==> config.mk <==
export PLATFORM = sky130hd
export DESIGN_NAME = pipe_ctrl_n
export DESIGN_NICKNAME = d
export VERILOG_FILES = /design/src/rtl/pipe_ctrl_n_pkg.sv /design/src/rtl/pipe_ctrl_n_stall_therm_enc.sv /design/src/rtl/pipe_ctrl_n.sv
export SDC_FILE = /design/constraint.sdc
export NUM_CORES = 1
export LEC_CHECK = 0
export BUFFER_PORTS_ARGS = -buffer_cell sky130_fd_sc_hd__buf_4
export CAP_MARGIN = 20
export CORE_MARGIN = 3
export CORE_UTILIZATION = 44
export CTS_CLUSTER_DIAMETER = 150
export DETAILED_ROUTE_END_ITERATION = 6
export GPL_TIMING_DRIVEN = 0
export HOLD_SLACK_MARGIN = 0.08
export PLACE_DENSITY_LB_ADDON = 0.3
export RECOVER_POWER = 25
export SLEW_MARGIN = 10
export SYNTH_ARGS = -nofsm -noshare
export SYNTH_HDL_FRONTEND = slang
export SYNTH_SLANG_ARGS = --single-unit
==> constraint.sdc <==
create_clock -name clk -period 1.45 [get_ports clk]
set_input_delay 0.2175 -clock clk [delete_from_list [all_inputs] [get_ports clk]]
set_output_delay 0.2175 -clock clk [all_outputs]
set_load 0.01 [all_outputs]
==> src/rtl/pipe_ctrl_n_pkg.sv <==
// pipe_ctrl_n_pkg
//   Shared definitions for the pipeline stall/flush controller:
//   ERET cause code, default exception vector, FSM state encoding and a
//   counter-width helper.
package pipe_ctrl_n_pkg;

    // Cause code that selects an EPC return instead of the exception vector.
    localparam logic [31:0] EXC_ERET        = 32'h0000_000E;
    localparam logic [31:0] EXC_VECTOR_DFLT = 32'hBFC0_0380;

    typedef enum logic {
        ST_IDLE     = 1'b0,
        ST_REDIRECT = 1'b1
    } ctrl_state_t;

    // Width of a down-counter that must hold values 0 .. n-1 (at least 1 bit).
    function automatic int cnt_width(input int n);
        return (n > 1) ? $clog2(n) : 1;
    endfunction

endpackage

==> src/rtl/pipe_ctrl_n_stall_therm_enc.sv <==
// stall_therm_enc
//   Priority-to-thermometer encoder: the highest set request bit k produces
//   a mask with bits 0..k set and everything above clear. A stage that asks
//   to stall freezes itself and every stage upstream of it.
// Ports
//   req   in  WIDTH  per-stage stall requests (bit 0 = pc stage)
//   mask  out WIDTH  thermometer stall mask
module stall_therm_enc #(
    parameter int WIDTH = 7
) (
    input  logic [WIDTH-1:0] req,
    output logic [WIDTH-1:0] mask
);

    always_comb begin
        logic any_above;
        any_above = 1'b0;
        mask      = '0;
        for (int i = WIDTH - 1; i >= 0; i--) begin
            any_above = any_above | req[i];
            mask[i]   = any_above;
        end
    end

endmodule

==> src/rtl/pipe_ctrl_n.sv <==
// pipe_ctrl_n
//   Stall/flush controller for an N-stage in-order pipeline. Decodes
//   per-stage stall requests into a thermometer stall bus and sequences
//   exception / ERET redirects: flush and new_pc are asserted for
//   FLUSH_CYCLES cycles starting one cycle after the exception commits.
//
//   Optional macro PIPE_CTRL_WDOG_EN adds a stall watchdog: WDOG_LIMIT
//   consecutive cycles of stall[0] force a redirect to EXC_VECTOR and set
//   the sticky wdog_err flag. Without the macro wdog_err is tied low.
//
// Ports
//   clk           in   1           clock, rising edge
//   rst           in   1           asynchronous active-low reset
//   stallreq      in   NUM_STAGES  per-stage stall request
//   exc_valid_i   in   1           exception/ERET commits this cycle
//   excepttype_i  in   EXC_W       cause code (EXC_ERET = return via epc)
//   cp0_epc_i     in   ADDR_W      ERET return address
//   stall         out  NUM_STAGES  thermometer stall bus
//   flush         out  1           flush all stage registers
//   new_pc        out  ADDR_W      redirect target while flush=1, else 0
//   busy          out  1           controller not idle
//   wdog_err      out  1           sticky watchdog error
//
// state       | meaning
// ST_IDLE     | normal operation, stall bus follows stallreq
// ST_REDIRECT | flush/new_pc asserted, stalls suppressed, flush_cnt running
module pipe_ctrl_n
    import pipe_ctrl_n_pkg::*;
#(
    parameter int                NUM_STAGES   = 7,
    parameter int                ADDR_W       = 32,
    parameter int                EXC_W        = 32,
    parameter int                FLUSH_CYCLES = 1,
    parameter logic [ADDR_W-1:0] EXC_VECTOR   = ADDR_W'(EXC_VECTOR_DFLT),
    parameter int                WDOG_LIMIT   = 255
) (
    input  logic                  clk,
    input  logic                  rst,
    input  logic [NUM_STAGES-1:0] stallreq,
    input  logic                  exc_valid_i,
    input  logic [EXC_W-1:0]      excepttype_i,
    input  logic [ADDR_W-1:0]     cp0_epc_i,
    output logic [NUM_STAGES-1:0] stall,
    output logic                  flush,
    output logic [ADDR_W-1:0]     new_pc,
    output logic                  busy,
    output logic                  wdog_err
);

    localparam int             CNT_W    = cnt_width(FLUSH_CYCLES);
    localparam logic [CNT_W-1:0] CNT_LOAD = CNT_W'(FLUSH_CYCLES - 1);

    if (FLUSH_CYCLES < 1) begin : g_bad_flush_cycles
        $error("pipe_ctrl_n: FLUSH_CYCLES must be >= 1");
    end
    if (WDOG_LIMIT < 1) begin : g_bad_wdog_limit
        $error("pipe_ctrl_n: WDOG_LIMIT must be >= 1");
    end

    ctrl_state_t           state_q, state_d;
    logic [CNT_W-1:0]      flush_cnt_q, flush_cnt_d;
    logic [ADDR_W-1:0]     target_q, target_d;
    logic [NUM_STAGES-1:0] stall_mask;
    logic                  wdog_trip;

    stall_therm_enc #(
        .WIDTH (NUM_STAGES)
    ) u_stall_therm_enc (
        .req  (stallreq),
        .mask (stall_mask)
    );

    // Flush beats stall; reset is also folded in so the bus reads 0 while
    // rst is held, independent of stallreq.
    assign stall  = (rst && (state_q == ST_IDLE)) ? stall_mask : '0;
    assign flush  = (state_q == ST_REDIRECT);
    assign new_pc = flush ? target_q : '0;
    assign busy   = (state_q != ST_IDLE);

    always_ff @(posedge clk or negedge rst) begin
        if (!rst) begin
            state_q     <= ST_IDLE;
            flush_cnt_q <= '0;
            target_q    <= '0;
        end else begin
            state_q     <= state_d;
            flush_cnt_q <= flush_cnt_d;
            target_q    <= target_d;
        end
    end

    always_comb begin
        state_d     = state_q;
        flush_cnt_d = flush_cnt_q;
        target_d    = target_q;
        case (state_q)
            ST_IDLE: begin
                if (exc_valid_i || wdog_trip) begin
                    state_d     = ST_REDIRECT;
                    flush_cnt_d = CNT_LOAD;
                    // A real exception owns the target; a watchdog-only
                    // trip always goes to the vector.
                    if (exc_valid_i && (excepttype_i == EXC_W'(EXC_ERET)))
                        target_d = cp0_epc_i;
                    else
                        target_d = EXC_VECTOR;
                end
            end
            ST_REDIRECT: begin
                // exc_valid_i is deliberately ignored here: no extension,
                // no retarget.
                if (flush_cnt_q == '0) begin
                    state_d  = ST_IDLE;
                    target_d = '0;
                end else begin
                    flush_cnt_d = flush_cnt_q - 1'b1;
                end
            end
            default: begin
                state_d     = ST_IDLE;
                flush_cnt_d = '0;
                target_d    = '0;
            end
        endcase
    end

`ifdef PIPE_CTRL_WDOG_EN
    localparam int              LEN_W    = $clog2(WDOG_LIMIT + 1);
    localparam logic [LEN_W-1:0] LEN_MAX  = '1;
    localparam logic [LEN_W-1:0] LEN_TRIP = LEN_W'(WDOG_LIMIT - 1);

    logic [LEN_W-1:0] stall_len_q;
    logic             wdog_err_q;

    // Trip on the cycle that is the WDOG_LIMIT-th consecutive stall[0]
    // cycle, so the redirect lands on the following edge like an exception.
    assign wdog_trip = (state_q == ST_IDLE) && stall[0] && (stall_len_q >= LEN_TRIP);
    assign wdog_err  = wdog_err_q;

    always_ff @(posedge clk or negedge rst) begin
        if (!rst) begin
            stall_len_q <= '0;
            wdog_err_q  <= 1'b0;
        end else begin
            if (!stall[0] || flush)
                stall_len_q <= '0;
            else if (stall_len_q != LEN_MAX)
                stall_len_q <= stall_len_q + 1'b1;
            if (wdog_trip)
                wdog_err_q <= 1'b1;
        end
    end
`else
    assign wdog_trip = 1'b0;
    assign wdog_err  = 1'b0;
`endif

endmodule
# Yosys cells after proc, flatten, opt, wreduce, memory -nomap -nowiden
# Cells that the tools add are included.
[word_totals]
ff_bits = 34
latchBits = 0
ramBits = 0
mem_bits_ro = 0
inputBits = 74
output_inout_bits = 42
elab_cells = 29
n_memories = 0
[classes]
add_sub_neg = 1
n_mul = 0
div = 0
magnitude_cmp = 0
eq_ne = 3
shifts = 0
mux = 12
bitwise = 7
reduce_logical = 3
[op_table]
columns = ["cell", "n"]
rows = [
  ["$mux W32", 4],
  ["$pmux W32 S2", 1],
  ["$eq A32 B4 Y1 const B", 1],
  ["$mux W7", 1],
  ["$or A1 B1 Y1", 6],
  ["$mux W1", 4],
  ["$ne A2 B2 Y1 const B", 2],
  ["$pmux W1 S2", 2],
  ["$logic_and A1 B1 Y1", 2],
  ["$reduce_and A2 Y1", 1],
  ["$not A1 Y1", 1],
  ["$sub A1 B1 Y1 const B", 1],
]

# Depth between registers and ports, before layout
# Gate-level depths: netlist of run 1.
[logic_depth]
word_depth = 7
mapped_depth = 5
ltp_nobuf = 3

# Hierarchy
# Synthesis of run 1 repeated with hierarchy kept, for this count alone.
[hier_totals]
cells_unflattened = 210
hier_area_um2 = 2044.5
[by_module_without_submodules]
columns = ["mod", "n_inst", "cells_each", "area_each_um2", "seq_area_each_um2"]
rows = [
  ["pipe_ctrl_n", 1, 203, 1991.9, 825.8],
  ["stall_therm_enc", 1, 7, 52.6, 0.0],
]

# Least setup slack after synthesis of run 1
# Ideal clock, no wire load.
[synth_timing]
kind = "register to output"
start = "register state_q (netlist: busy)"
end = "output new_pc[0]"
arrival_time_ns = 1.156
required_time_ns = 1.233
setup_slack_ns = 0.077
stages_incl_launch_ff = 4
path_buffers = 2
path_cell_list = "dfrtp_1 > buf_2 > clkbuf_1 > and2_1"
[synth_between]
elab_chain_cells = 1
[synth_rtl]
columns = ["element", "line_no", "source"]
rows = [
  ["start, declared", "pipe_ctrl_n.sv:60", "ctrl_state_t state_q, state_d;"],
  ["start signal, assigned", "pipe_ctrl_n.sv:86", "state_q <= state_d;"],
  ["$mux W32", "pipe_ctrl_n.sv:77", "assign new_pc = flush ? target_q : '0;"],
  ["end, declared", "pipe_ctrl_n.sv:45", "output logic [ADDR_W-1:0] new_pc,"],
]
# Every way passes these cells.

# Worst setup path after layout of run 1
[layout_timing]
start = "register state_q (netlist: busy)"
end = "output stall[0]"
[layout_between]
elab_chain_cells = 3
[layout_rtl]
columns = ["element", "line_no", "source"]
rows = [
  ["$not A1 Y1", "--", ""],
  ["$logic_and A1 B1 Y1", "pipe_ctrl_n.sv:75", "assign stall = (rst && (state_q == ST_IDLE)) ? stall_mask : '0;"],
  ["$mux W7", "pipe_ctrl_n.sv:75", ""],
  ["end, declared", "pipe_ctrl_n.sv:43", "output logic [NUM_STAGES-1:0] stall,"],
]
# Every way passes these cells.

==> summary.txt, run 1 <==
Run status
  • Status: finished, violations left
  • Failing checks: negative hold slack, negative setup slack

Logic synthesis
  • Synthesis-stage register bit count: 33
  • Ys Warns: 0
  • Synth Instances: 213
  • Mapped Area: 2000 sq um
  • Net Count, Synth: 287
  • Average size of a mapped cell: 9.38 sq um
  • Seq/Total Area, Yosys: 41.3%
  • Distinct cells, synth: 25

Routing
  • Drt pass-1 iters: 4
  • Post-DRT Antenna Nets: 0
  • DR WL/cell: 15.2 microns
  • Number of vias per cell: 5.47
  • DRC errors left: 0
  • Post-Route WL: 5.87 mm
  • Via count of the routed design: 2112
  • DRT iter0 DRCs: 147

Critical path
  • WS Path Type: reg2out
  • R2R cell count: 5
  • RR Startpoint: busy$_DFF_PN0_
  • Worst endpoint required time: 1.23 ns
  • Largest delay share family, worst path: flip-flops
  • CP peak stage delay: 0.39 ns
  • CP max stage cell: dfrtp_1
  • FF-to-FF End: target_q[6]$_DFFE_PN0P_
  • WP data arrival: 1.32 ns
  • Critical path startpoint: busy$_DFF_PN0_
  • R2r setup slk: -0.03 ns
  • Worst Path Buf+Inv: 2
  • CP endpoint: stall[0]
  • Critical Path Stages: 5
  • Crit path cell chain: buf_6, nor2b_4, o41ai_2, o21ai_1, buf_4
  • Setup crit end kind: primary output
  • Startpoint Class: flip-flop
  • CP max FO: 10

Global routing
  • Pin count of the biggest net entering global routing: 36
  • Initial antenna violation count: 0
  • Met1 Use GR: 27.3%
  • Total congestion overflow: 0
  • First-pass GRT wire length: 9.58 mm
  • Met2 Track Usage GR: 40.3%
  • Vias in the first global route: 2098
  • Met3 Track Usage GR: 7.39%
  • GRT busiest layer: met2
  • GR Util All Layers: 23.1%

Pwr
  • Static leakage: 1.55 nW
  • Combinational share of power: 23.2%
  • P_int: 1.56 mW
  • Sequential power share: 45.2%
  • Switching power: 0.594 mW
  • Switching part of the total: 27.6%
  • Largest vdd supply drop: 0.000413 V
  • Clock share of power: 31.7%
  • Power density over the cells: 695 nW/um^2

Floorplanning
  • Die area: 5390 sq um
  • # rows: 23
  • Die W: 73.4 microns
  • I/O pins: 116
  • Initial core utilization: 47.6%
  • Core area: 4200 sq um
  • Die height: 73.4 microns

CTS
  • CTS sink cnt: 33
  • Skew-Pair Late Insertion Delay: 0.29 ns
  • Root Buffer: clkbuf_8
  • Num CTS Buffers: 5
  • Longest Clk Path Bufs: 2
  • CTS tree: yes
  • # H-tree levels: 2
  • Reg clk slew, reported paths: 0.08 ns

Finish
  • Final core occ: 73.8%
  • Final Non-Filler Cells: 386
  • ANT cells: 0
  • Area grow syn2layout: 55.2%
  • Nets: 409
  • Layout cells sized above 1: 50.3%

STA
  • Final worst path period share: 106%
  • Setup TNS: -1.82 ns
  • Worst Setup Slack, final: -0.0866 ns
  • Layout Skew: 0.00987 ns
  • Final min period: 1.54 ns
  • Maximum clock rate: 651 MHz
  • Unrepaired setup endpoints after global routing: yes
  • WHS: -0.122 ns
  • Setup violators final: 47
  • Final Hold Viols: 33
  • Max-slew violation count: 0

Placed design
  • PortBufs: 113
  • GP Congestion: 0.777
  • Inst Count DP: 376
  • DP Wirelength: 4.41 mm

Run
  • Max Cap Viol: 0

Min path
  • Worst hold path class: in2async
==> kinds of logic (layout without fill, tap and decap cells) <==
logic type             count (synthesis)  count (layout)  share of synthesized area (%)
AO/OA/AOI/OAI                         35              35                           20.3
flip-flops                            33              33                           41.3
AND/OR/NAND/NOR                      121             121                           32.9
other                                  1               1                          0.188
buffers and inverters                 23             146                           5.32
==> power by group through the flow <==
stage	Sequential (mW)	Clock (mW)	Combinational, mW
CTS	0.972	0.698	0.496
global route	0.977	0.736	0.552
detailed placement	0.990	0	0.466
floorplan	0.986	0	0.184
global placement	0.988	0	0.459
finish	0.973	0.682	0.499
==> worst reg2reg max path, delay by kind of cell, from the launching register on <==
kind | cells | cell delay, ns
compound gates | 1 | 0.06
buf+inv | 2 | 0.46
flops | 1 | 0.39
simple gates | 2 | 0.47
==> cells in the mapped netlist, drive strengths merged <==
cell type | instances | area share [%]
nand4 | 2 | 0.63
o31ai | 5 | 1.9
inv | 1 | 0.19
and4 | 2 | 0.88
nor2b | 14 | 4.4
and2 | 33 | 10
buf | 10 | 2.9
dfrtp | 33 | 41
nand2 | 42 | 7.9
clkbuf | 12 | 2.3
nor3 | 2 | 0.50
nor4 | 6 | 3.1
or3b | 1 | 0.44
o21ai | 2 | 0.50
conb | 1 | 0.19
nor4bb | 1 | 0.50
nor2 | 16 | 3.1
o41ai | 16 | 13
nand2b | 1 | 0.31
a311oi | 12 | 5.3
nor4b | 1 | 0.75
==> layout by cell type, fill, tap and decap left out, types with 4 or more instances in the layout <==
cell type	count
o41ai_2	16
nor2b_1	13
and2_4	4
buf_2	6
clkbuf_8	5
o31ai_1	5
nor2_1	15
buf_6	5
and2_1	29
a311oi_1	12
buf_4	114
nand2_1	42
dfrtp_1	33
nor4_2	4
clkbuf_1	5
==> layout make-up <==
type                       instances  area (sq um)
buffer                            22           145
timing repair buffer             115           878
inverter                           1          3.75
clock buffer                       5          68.8
clock inverter                     3          17.5
fill                             325          1100
sequential                        33           826
multi-input combinational        157          1100
tap                               50          62.6
==> metrics by stage <==
stage               cell area, sq um  setup WS, ns  power [mW]
floorplan                       2000        0.0768        1.17
global placement                2910        -0.178        1.45
detailed placement              2910        -0.211        1.46
CTS                             3080       -0.0865        2.17
global route                    3100        -0.188        2.26
finish                          3100       -0.0866        2.15
==> timing repair <==
action,CTS,global route
buffers inserted,1,1
resized for setup,25,4
setup endpoints to repair,59,60
pin swaps,2,1
hold endpoints to repair,33,33
==> how the worst min path moves through the flow <==
stage	startpoint	end	slack (ns)	cells after the start
6_report	rst	target_q[28]$_DFFE_PN0P_	-0.12	1
3_3_place_gp	rst	target_q[18]$_DFFE_PN0P_	0.19	1
3_5_place_dp	rst	target_q[18]$_DFFE_PN0P_	0.19	1
2_1_floorplan	rst	busy$_DFF_PN0_	-0.08	0
4_1_cts	rst	target_q[25]$_DFFE_PN0P_	-0.13	1
5_1_grt	rst	target_q[25]$_DFFE_PN0P_	-0.09	1
==> routing by layer <==
| layer | share of wire [%] | routed length [microns] | vias up |
|---|---|---|---|
| met4 | 1.1 | 63 | 0 |
| li1 | - | - | 993 |
| met2 | 48 | 2830 | 118 |
| met3 | 13 | 737 | 7 |
| met5 | 0 | 0 | - |
| met1 | 38 | 2240 | 994 |
==> state kept, by name (all words and copies together), names as in the netlist <==
signal and cells:
busy 1, target_q 32
Note: power is estimated with default switching activity, not from simulation.
==> run 2: changes to the inputs <==
--- a/config.mk
+++ b/config.mk
@@ -13,6 +13,7 @@
 export DETAILED_ROUTE_END_ITERATION = 6
 export GPL_TIMING_DRIVEN = 0
 export HOLD_SLACK_MARGIN = 0.08
+export MAX_ROUTING_LAYER = met4
 export PLACE_DENSITY_LB_ADDON = 0.3
 export RECOVER_POWER = 25
 export SLEW_MARGIN = 10
==> summary.txt, run 2 (same netlist as run 1, synthesis figures left out) <==
STA
  • Unrepaired setup endpoints after global routing: yes
  • Final worst path period share: 106%
  • Worst Setup Slack, final: -0.0888 ns
  • Final min period: 1.54 ns
  • Final Hold Viols: 33
  • Max-slew violation count: 0
  • Layout Skew: 0.00855 ns
  • WHS: -0.121 ns
  • Maximum clock rate: 650 MHz
  • Setup TNS: -2.05 ns
  • Setup violators final: 47

Pwr
  • Sequential power share: 45.0%
  • Switching power: 0.600 mW
  • P_int: 1.56 mW
  • Clock share of power: 31.8%
  • Power density over the cells: 696 nW/um^2
  • Combinational share of power: 23.1%
  • Largest vdd supply drop: 0.000414 V
  • Static leakage: 1.55 nW
  • Switching part of the total: 27.8%

Global routing
  • Pin count of the biggest net entering global routing: 36
  • GR Util All Layers: 23.9%
  • Total congestion overflow: 0
  • First-pass GRT wire length: 9.60 mm
  • Initial antenna violation count: 0
  • Vias in the first global route: 2101

Min path
  • Worst hold path class: in2async

Routing
  • Number of vias per cell: 5.40
  • Drt pass-1 iters: 4
  • Post-DRT Antenna Nets: 0
  • DRT iter0 DRCs: 133
  • DR WL/cell: 15.3 microns
  • Post-Route WL: 5.91 mm
  • DRC errors left: 0
  • Via count of the routed design: 2085

Placed design
  • GP Congestion: 0.787
  • PortBufs: 113
  • Inst Count DP: 376
  • Pre-CTS setup slack: -0.211 ns
  • DP Wirelength: 4.41 mm

Finish
  • Nets: 409
  • Final core occ: 73.8%
  • Max reg flops: 32
  • Layout cells sized above 1: 50.3%
  • Area grow syn2layout: 55.2%
  • Most common cell after layout, fill and taps aside: buf_4
  • ANT cells: 0
  • Largest Register: target_q
  • Commonest non-fill, non-tap cells in the layout: buf_4 (114), nand2_1 (42), dfrtp_1 (33)
  • Final Non-Filler Cells: 386

CTS
  • Reg clk slew, reported paths: 0.08 ns
  • Num CTS Buffers: 5
  • # H-tree levels: 2
  • Skew-Pair Late Insertion Delay: 0.29 ns
  • CTS sink cnt: 33
  • Root Buffer: clkbuf_8
  • Longest Clk Path Bufs: 2
  • CTS tree: yes

Run
  • Max Cap Viol: 0

Critical path
  • Crit path cell chain: buf_6, nor2b_4, o41ai_2, o21ai_1, buf_4
  • Worst Path Buf+Inv: 2
  • Worst endpoint required time: 1.23 ns
  • Largest delay share family, worst path: flip-flops
  • WS Path Type: reg2out
  • CP peak stage delay: 0.39 ns
  • CP max FO: 10
  • WP data arrival: 1.32 ns
  • Startpoint Class: flip-flop
  • CP max stage cell: dfrtp_1
  • Setup crit end kind: primary output

Run status
  • Failing checks: negative hold slack, negative setup slack
  • Status: finished, violations left

Floorplanning
  • I/O pins: 116
  • Die height: 73.4 microns
  • Core area: 4200 sq um
  • Die W: 73.4 microns
  • # rows: 23
  • Initial core utilization: 47.6%
  • Die area: 5390 sq um
run 2: cell counts in the layout (fill, tap and decap cells not counted):
Identical to the previous run, type by type.
run 2: power by group through the flow:
stage / Combinational (mW) / Clock, mW / Sequential (mW)
after detailed placement: 0.466 / 0 / 0.990
final: 0.499 / 0.687 / 0.973
after CTS: 0.496 / 0.698 / 0.972
after global routing: 0.552 / 0.736 / 0.977
after global placement: 0.459 / 0 / 0.988
after floorplan: 0.184 / 0 / 0.986
run 2: repair_timing:
item | in CTS | in global routing
hold endpoints to repair | 33 | 33
resized for setup | 25 | 4
pin swaps | 2 | 1
buffers inserted | 1 | 1
cloned | 0 | 0
setup endpoints to repair | 59 | 60
run 2: per-stage QoR:
| stage | area [sq um] | power [mW] |
|---|---|---|
| 2_1_floorplan | 2000 | 1.17 |
| 3_3_place_gp | 2910 | 1.45 |
| 3_5_place_dp | 2910 | 1.46 |
| 4_1_cts | 3080 | 2.17 |
| 5_1_grt | 3100 | 2.27 |
| 6_report | 3100 | 2.16 |
run 2: per-layer routing:
| layer | share of wire (%) | up-vias | GRT usage, % |
|---|---|---|---|
| li1 | - | 992 | - |
| met1 | 39 | 971 | 28.0 |
| met4 | 1.1 | 0 | 6.44 |
| met3 | 11 | 7 | 6.57 |
| met5 | 0 | - | - |
| met2 | 48 | 115 | 40.3 |
run 2: final cells by class:
cell class              instances  area [sq um]
repair buffers                115           878
clock inverters                 3          17.5
well taps                      50          62.6
plain buffers                  22           145
inverters                       1          3.75
flip-flops and latches         33           826
multi-input cells             157          1100
fillers                       325          1100
clock buffers                   5          68.8
run 2: worst paths after layout:
path	cells past startpoint	slack [ns]	to	from
max in group asynchronous	1	1.24	target_q[7]$_DFFE_PN0P_	rst
min	1	-0.12	target_q[28]$_DFFE_PN0P_	rst
max	5	-0.09	stall[0]	busy$_DFF_PN0_
min reg2reg	2	0.47	target_q[2]$_DFFE_PN0P_	target_q[2]$_DFFE_PN0P_
max reg2reg	5	-0.04	target_q[6]$_DFFE_PN0P_	busy$_DFF_PN0_
min in group clk	3	0.17	target_q[20]$_DFFE_PN0P_	cp0_epc_i[20]
run 2: worst register-to-register path, delay by kind of cell, from the launching register on:
kind / cells / cell delay, ns
compound gates: 1 / 0.06
buf+inv: 2 / 0.47
flops: 1 / 0.39
simple gates: 2 / 0.47
